### config.mk
export PLATFORM = sky130hd
export DESIGN_NAME = blink_sequencer
export DESIGN_NICKNAME = d
export VERILOG_FILES = /design/src/rtl/blink_sequencer.sv
export SDC_FILE = /design/constraint.sdc
export NUM_CORES = 1
export LEC_CHECK = 0
export BUFFER_PORTS_ARGS = -buffer_cell sky130_fd_sc_hd__buf_4
export CAP_MARGIN = 20
export CORE_UTILIZATION = 26
export DETAILED_ROUTE_END_ITERATION = 10
export GPL_ROUTABILITY_DRIVEN = 0
export PLACE_DENSITY = 0.43
export SLEW_MARGIN = 20
export SYNTH_ARGS = -nofsm -noshare
export SYNTH_HDL_FRONTEND = slang
export SYNTH_SLANG_ARGS = --single-unit
### constraint.sdc
create_clock -name clk -period 2.31 [get_ports clk]
set_input_delay 0.462 -clock clk [delete_from_list [all_inputs] [get_ports clk]]
set_output_delay 0.462 -clock clk [all_outputs]
set_load 0.03 [all_outputs]
### src/rtl/blink_sequencer.sv
// blink_sequencer
//   Drives an LED through bursts of on/off blinks. Each on or off phase lasts
//   one tick period (BOARD_CLOCK_FREQUENCY_IN_HZ / TICK_FREQUENCY_IN_HZ clk
//   cycles). A burst holds blink_count blinks. If repeat_en is high at the end
//   of a burst, the LED stays off for GAP_TICKS ticks and then the burst
//   restarts.
//
// Ports
//   clk          in   clock, rising edge
//   rst          in   asynchronous active-high reset
//   start        in   request a burst (ignored while busy)
//   stop         in   abort any activity; overrides start and tick
//   blink_count  in   blinks per burst, latched when start is accepted
//   repeat_en    in   sampled at the end of each burst
//   led          out  registered LED drive, high only in the ON state
//   busy         out  high whenever the sequencer is not idle
//   done         out  one-cycle pulse when a sequence ends normally
module blink_sequencer #(
  parameter int BOARD_CLOCK_FREQUENCY_IN_HZ = 100_000_000,
  parameter int TICK_FREQUENCY_IN_HZ        = 2,
  parameter int COUNT_WIDTH                 = 4,
  parameter int GAP_TICKS                   = 4
) (
  input  logic                   clk,
  input  logic                   rst,
  input  logic                   start,
  input  logic                   stop,
  input  logic [COUNT_WIDTH-1:0] blink_count,
  input  logic                   repeat_en,
  output logic                   led,
  output logic                   busy,
  output logic                   done
);

  localparam int DIV    = BOARD_CLOCK_FREQUENCY_IN_HZ / TICK_FREQUENCY_IN_HZ;
  localparam int TICK_W = (DIV > 1) ? $clog2(DIV) : 1;
  localparam int GAP_W  = (GAP_TICKS > 1) ? $clog2(GAP_TICKS + 1) : 1;

  localparam logic [TICK_W-1:0]      TICK_LAST = TICK_W'(DIV - 1);
  localparam logic [GAP_W-1:0]       GAP_LAST  = GAP_W'(GAP_TICKS - 1);
  localparam logic [COUNT_WIDTH-1:0] COUNT_ONE = COUNT_WIDTH'(1);

  typedef enum logic [1:0] {
    S_IDLE = 2'd0,
    S_ON   = 2'd1,
    S_OFF  = 2'd2,
    S_GAP  = 2'd3
  } state_t;

  state_t                 state_q,     state_d;
  logic [TICK_W-1:0]      tick_cnt_q,  tick_cnt_d;
  logic [COUNT_WIDTH-1:0] remaining_q, remaining_d;
  logic [COUNT_WIDTH-1:0] latched_q,   latched_d;
  logic [GAP_W-1:0]       gap_q,       gap_d;
  logic                   led_q,       led_d;
  logic                   done_q,      done_d;
  logic                   tick;

  // The tick counter only runs outside IDLE, so a tick can never fire while
  // idle and every accepted start sees a full first phase.
  assign tick = (state_q != S_IDLE) && (tick_cnt_q == TICK_LAST);

  always_comb begin
    state_d     = state_q;
    tick_cnt_d  = '0;
    remaining_d = remaining_q;
    latched_d   = latched_q;
    gap_d       = gap_q;
    done_d      = 1'b0;

    if (state_q != S_IDLE) begin
      tick_cnt_d = tick ? '0 : tick_cnt_q + TICK_W'(1);
    end

    if (stop) begin
      // Abort: return to IDLE silently; the tick counter restarts from 0.
      state_d     = S_IDLE;
      tick_cnt_d  = '0;
      remaining_d = '0;
      gap_d       = '0;
    end else begin
      unique case (state_q)
        S_IDLE: begin
          if (start) begin
            if (blink_count != '0) begin
              latched_d   = blink_count;
              remaining_d = blink_count;
              tick_cnt_d  = '0;
              state_d     = S_ON;
            end else begin
              // Empty burst finishes immediately.
              done_d = 1'b1;
            end
          end
        end
        S_ON: begin
          if (tick) state_d = S_OFF;
        end
        S_OFF: begin
          if (tick) begin
            if (remaining_q > COUNT_ONE) begin
              remaining_d = remaining_q - COUNT_ONE;
              state_d     = S_ON;
            end else if (repeat_en) begin
              gap_d   = '0;
              state_d = S_GAP;
            end else begin
              state_d = S_IDLE;
              done_d  = 1'b1;
            end
          end
        end
        S_GAP: begin
          if (tick) begin
            if (gap_q == GAP_LAST) begin
              gap_d       = '0;
              remaining_d = latched_q;
              state_d     = S_ON;
            end else begin
              gap_d = gap_q + GAP_W'(1);
            end
          end
        end
        default: state_d = S_IDLE;
      endcase
    end

    led_d = (state_d == S_ON);
  end

  always_ff @(posedge clk or posedge rst) begin
    if (rst) begin
      state_q     <= S_IDLE;
      tick_cnt_q  <= '0;
      remaining_q <= '0;
      latched_q   <= '0;
      gap_q       <= '0;
      led_q       <= 1'b0;
      done_q      <= 1'b0;
    end else begin
      state_q     <= state_d;
      tick_cnt_q  <= tick_cnt_d;
      remaining_q <= remaining_d;
      latched_q   <= latched_d;
      gap_q       <= gap_d;
      led_q       <= led_d;
      done_q      <= done_d;
    end
  end

  assign led  = led_q;
  assign busy = (state_q != S_IDLE);
  assign done = done_q;

endmodule

==> reports/qor.yml, run 1 <==
worst-endpoint-required_ns: 2.49
synth_area_um2: 2231
clk_pin_slew_ns: 0.08
yosys.area.top_type: "dfrtp_1"
die-height_um: 94.63
nets: 252
yosys_warnings: 0
grt_pass1_vias: 1660
ff2ff_setup_slack_ns: 0.24
wl_per_cell_um: 12.92
outcome: "finished clean"
cp_data_arrival_time_ns: 2.25
reg2reg_to: "led"
ys_types: 44
layout-drive-gt1-share_pct: 18.75
initial_core_util_pct: 27.02
row_count: 33
tns_ns: 0
synth_compound_area_share_pct: 8.076
worstRegToRegCells: 6
syn_inst: 223
cp-end-kind: "flip-flop"
relSlewSlack_pct: 63.23
synth.avg_cell_area_um2: 10.00
drt-vias-per-instance: 4.661
antenna_cells: 0
route.detailed.drc: 0
firstDrtPassIters: 3
synth.area.top_cells: "dfrtp_1, xor2_1, nor2_1"
crit_family: "simple AND/OR/NAND/NOR gates"
hold_path.class: "input port to asynchronous set/reset pin"
setup_violations: 0
synth-adder-area-share_pct: 2.243
worst_pin_slew_ns: 0.5515
period_needed_ns: 2.070
core_um2: 8258
clk_latency_ns: 0.29
synth-async-reset-ratio_pct: 100.0
gr-total-overflow: 0
hold_ws_ns: 0.3061
path_cells: "ha_1 -> and3_1 -> nand2b_1 -> nor3_2 -> mux2_2 -> o31a_1"
clock_path_buffers: 2
grtUsageTotal_pct: 11.42
htree_levels: 2
grt_pass1_wl_um: 8010
grt_max_degree: 42
finalCritPeriodShare_pct: 89.60
powerDensity_nw_per_um2: 536.1
synth_xor_area_share_pct: 9.815
cts_buffers: 5
p_leak_nw: 1.012
critPathKind: "flip-flop to flip-flop"
start_kind: "flip-flop"
synth.top_cell.area_share_pct: 45.99
drv_slew: 0
synth_top_family_by_area: "simple AND/OR/NAND/NOR gates"
ir_drop_v: 0.0001876
synth_seq_area_share_pct: 45.99
slowest_delay_ns: 0.39
rr_startpoint: "tick_cnt_q[0]"
syn-num-nets: 236
slowest_stage: "dfrtp_1"
drv_cap: 0
cp.buffers_inverters: 0
ant_nets: 0
root_buffer: "clkbuf_8"
first_iter_violations: 90
die_area_um2: 8955
die_x_um: 94.63
dr_total_vias: 1608
cts.sinks: 41
startpoint: "tick_cnt_q[0]"
dpl.hpwl_um: 3151
yosys.area_share.simple_pct: 26.02
report.final.hold_viol_count: 0
synth-edff-count: 0
port_buffers: 11
rsz0062_at_grt: "no"
ys_ff_latch: 41
fmax_ghz: 0.4832
critPathMaxFanout: 4
ios: 12
cts_tree: "built"
finClkSkew_ns: 0.005137
area_delta_synth_final_pct: 14.36
muxShareOfSynthArea_pct: 4.879
antenna_found_initial: 0
synth-main-ff-cell: "dfrtp_1"
wirelength_um: 4458
[worst min-delay path, stage by stage]
cell	delay [ns]
buf_4	0.11
inv_1	0.04
buf_4	0.45
[layout make-up]
type                            instances  area, um2
Multi-Input combinational cell        166       1141
Clock inverter                          2      10.01
Timing Repair Buffer                   17      140.1
Inverter                                8      30.03
Tap cell                              105      131.4
Sequential cell                        41       1026
Fill cell                             874       5707
Clock buffer                            6      72.57
[state kept, by name (all words and copies together), names as in the netlist]
signal and flops:
tick_cnt_q 26, latched_q 4, remaining_q 4, gap_q 3
state_q 2, done 1, led 1
[cells in the final DEF, fill, tap and decap left out, types with 2 or more instances in the layout]
cell      count
nor3_1        5
nor4b_4       2
clkinv_2      2
nor4b_1       2
xor2_1       16
a31o_2        2
a21oi_1       7
nand2_1      13
mux2i_1       3
nand2b_1      2
and2_1        2
o21ai_0       4
nor2b_1       2
clkbuf_8      5
inv_1         8
nor2_1       34
buf_4        16
dfrtp_1      41
nand4_1      10
ha_1          4
nand3_1      13
xnor2_1       9
mux2_2        7
or3_1         4
nor4_1        3
nor4_2        2
[worst max path at each step]
| stage | endpoint | slack (ns) | cells after the start |
|---|---|---|---|
| 6_report | led | 0.24 | 6 |
| 5_1_grt | latched_q[1] | 0.06 | 6 |
| 4_1_cts | latched_q[3] | 0.15 | 6 |
| 3_5_place_dp | latched_q[3] | 0.16 | 6 |
| 3_3_place_gp | latched_q[1] | 0.23 | 6 |
| 2_1_floorplan | latched_q[0] | 0.39 | 6 |
[report_power, final]
| part | internal, mW | total (mW) | switching (mW) |
|---|---|---|---|
| logic | 0.0674 | 0.152 | 0.0845 |
| clock network | 0.210 | 0.455 | 0.245 |
| registers | 0.743 | 0.761 | 0.0179 |
[synthesized netlist by cell type, types with 2 or more instances]
cell      instances
mux2i_1           3
nand2_1          13
ha_1              4
a21oi_1           7
xor2_1           16
or3_1             4
nand2b_1          2
nand3_1          13
mux2_2            7
clkbuf_1          3
dfrtp_1          41
nand4_1          10
inv_1             8
nor3_1            5
and2_1            2
nor2_1           35
nor4_2            2
nor4_1            3
nor2b_1           2
a31o_2            2
nor4b_4           2
xnor2_1           9
nor4b_1           2
buf_2             5
o21ai_0           4
[layer usage]
| layer | track usage [%] | wire, um |
|---|---|---|
| met5 | 0 | 0 |
| met4 | 3.535 | 42 |
| met3 | 3.221 | 142 |
| met2 | 18.65 | 2106 |
| met1 | 14.56 | 2166 |
[kinds of logic (layout without fill, tap and decap cells)]
logic type      after synthesis  after routing
simple gates                103            103
flops                        41             41
compound gates               24             24
fa+ha+maj                     4              4
mux                          10             10
xor+xnor                     25             25
buf+inv                      16             33
[metrics by stage]
stage | std cells | utilization, % | worst slack [ns] | instance area [um2] | total power, mW
6_report | 345 | 30.89 | 0.2403 | 2551 | 1.368
5_1_grt | 345 | 30.89 | 0.05671 | 2551 | 1.457
3_5_place_dp | 337 | 29.86 | 0.1642 | 2466 | 0.9296
3_3_place_gp | 337 | 29.86 | 0.2292 | 2466 | 0.9329
4_1_cts | 345 | 30.86 | 0.1532 | 2549 | 1.402
2_1_floorplan | 223 | - | 0.3874 | 2231 | 0.8773
[timing repair]
| action | 4_1_cts | 5_1_grt |
|---|---|---|
| resized for setup | 0 | 1 |
| hold endpoints to repair | 0 | 0 |
| setup endpoints to repair | 0 | 4 |
| buffers inserted | 0 | 0 |
| hold buffers | 0 | 0 |
Note: power is estimated with default switching activity, not from simulation.
==> run 2: changes to the inputs <==
- PLACE_DENSITY: 0.43 -> default
==> reports/qor.yml, run 2 (synthesis results as in run 1) <==
clk_pin_slew_ns: 0.07
core_um2: 8258
outcome: "finished clean"
largest_register_ffs: 26
clk_latency_ns: 0.29
cts_resized: 0
worst-endpoint-required_ns: 2.49
port_buffers: 11
initial_core_util_pct: 27.02
layout-drive-gt1-share_pct: 18.41
most-common-layout-cells: "dfrtp_1, nor2_1, xor2_1, buf_4"
ant_nets: 0
wirelength_um: 4192
ir_drop_v: 0.0001736
path_cells: "ha_1 -> nor2b_1 -> a21boi_0 -> or3_1 -> nor2_2 -> mux2_2"
slowest_delay_ns: 0.46
slowest_stage: "or3_1"
fmax_ghz: 0.4850
dp_cells: 337
die-height_um: 94.63
top_regs: "tick_cnt_q (26), latched_q (4), remaining_q (4)"
cts_hold_buf: 0
period_needed_ns: 2.062
grt_pass1_wl_um: 7107
first_iter_violations: 58
cts_tree: "built"
p_leak_nw: 1.011
rsz0062_at_grt: "no"
area_delta_synth_final_pct: 14.53
setup_violations: 0
wl_per_cell_um: 12.19
post_cts.repair.setup_buffers: 0
internal_power_mw: 1.048
hold_path.class: "input port to asynchronous set/reset pin"
drv_slew: 0
antenna_cells: 0
tns_ns: 0
powerDensity_nw_per_um2: 541.7
clockPowerShare_pct: 34.1
die_area_um2: 8955
htree_levels: 2
swShare_pct: 24.31
share_seq_of_total_power_pct: 55.0
root_buffer: "clkbuf_8"
report.final.hold_viol_count: 0
relSlewSlack_pct: 62.63
combPwrFrac_pct: 10.9
grtUsageTotal_pct: 10.30
grtUsageMet2_pct: 16.19
preCtsSetupSlack_ns: 0.1660
cp_data_arrival_time_ns: 2.24
antenna_found_initial: 0
dpl.hpwl_um: 2970
post-route-util_pct: 30.94
cts.sinks: 41
cp-end-kind: "flip-flop"
route.detailed.drc: 0
dr_total_vias: 1596
largest_register: "tick_cnt_q"
nets: 252
met3_usage_pct: 2.979
ios: 12
stdcell_count: 344
gr-total-overflow: 0
layout_commonest_cell: "dfrtp_1"
switchingPower_mw: 0.3365
die_x_um: 94.63
cts_buffers: 5
finalWorstSetupSlack_ns: 0.2481
critPathMaxFanout: 4
finalCritPeriodShare_pct: 89.26
row_count: 33
grt_pass1_vias: 1555
finClkSkew_ns: 0.002470
drv_cap: 0
drt-vias-per-instance: 4.640
clock_path_buffers: 2
worst_pin_slew_ns: 0.5554
grt-busiest-layer: "met2"
grt_util_met1_pct: 13.08
critPathKind: "flip-flop to flip-flop"
grt_max_degree: 42
start_kind: "flip-flop"
firstDrtPassIters: 4
[run 2: cell types whose count changed in the layout (fill, tap and decap cells not counted)]
cell	change
clkbuf_8	+1
clkinv_2	-2
[run 2: metal layers]
layer | part of all wire (%) | routed length (um)
met1 | 50 | 2097
met2 | 45 | 1869
met3 | 3.6 | 153
met4 | 1.7 | 72
met5 | 0 | 0
[run 2: final timing paths]
check | cells past startpoint | slack [ns] | startpoint | endpoint
setup / recovery | 6 | 0.25 | gap_q[0] | latched_q[1]
hold / removal | 3 | 0.29 | rst | gap_q[2]
setup reg to reg | 6 | 0.25 | gap_q[0] | latched_q[1]
hold reg to reg | 1 | 0.49 | tick_cnt_q[0] | tick_cnt_q[0]
max in group asynchronous | 3 | 1.65 | rst | latched_q[2]
min in group clk | 2 | 0.42 | blink_count[2] | latched_q[2]
[run 2: worst max-delay path, delay by kind of cell (launching register included)]
kind	cells	cell delay, ns
fa+ha+maj	1	0.17
mux	1	0.36
compound gates	1	0.17
flops	1	0.37
simple gates	3	0.87
[run 2: area by class of cell]
class                           count  area (um2)
Tap cell                          105       131.4
Sequential cell                    41        1026
Fill cell                         879        5703
Inverter                            8       30.03
Timing Repair Buffer               17       140.1
Clock buffer                        7       86.33
Multi-Input combinational cell    166        1141
[run 2: stage by stage]
stage	power, mW	cell area [um2]	hold slack, ns
5_1_grt	1.466	2555	0.3572
2_1_floorplan	0.8773	2231	0.4547
6_report	1.384	2555	0.2910
4_1_cts	1.409	2552	0.3180
3_3_place_gp	0.9266	2466	0.4671
3_5_place_dp	0.9283	2466	0.4803
[run 2: power groups by stage]
stage	Sequential, mW	Combinational (mW)	Clock (mW)
2_1_floorplan	0.774	0.104	0
3_3_place_gp	0.776	0.151	0
3_5_place_dp	0.775	0.153	0
4_1_cts	0.761	0.153	0.494
5_1_grt	0.767	0.173	0.527
6_report	0.762	0.151	0.472
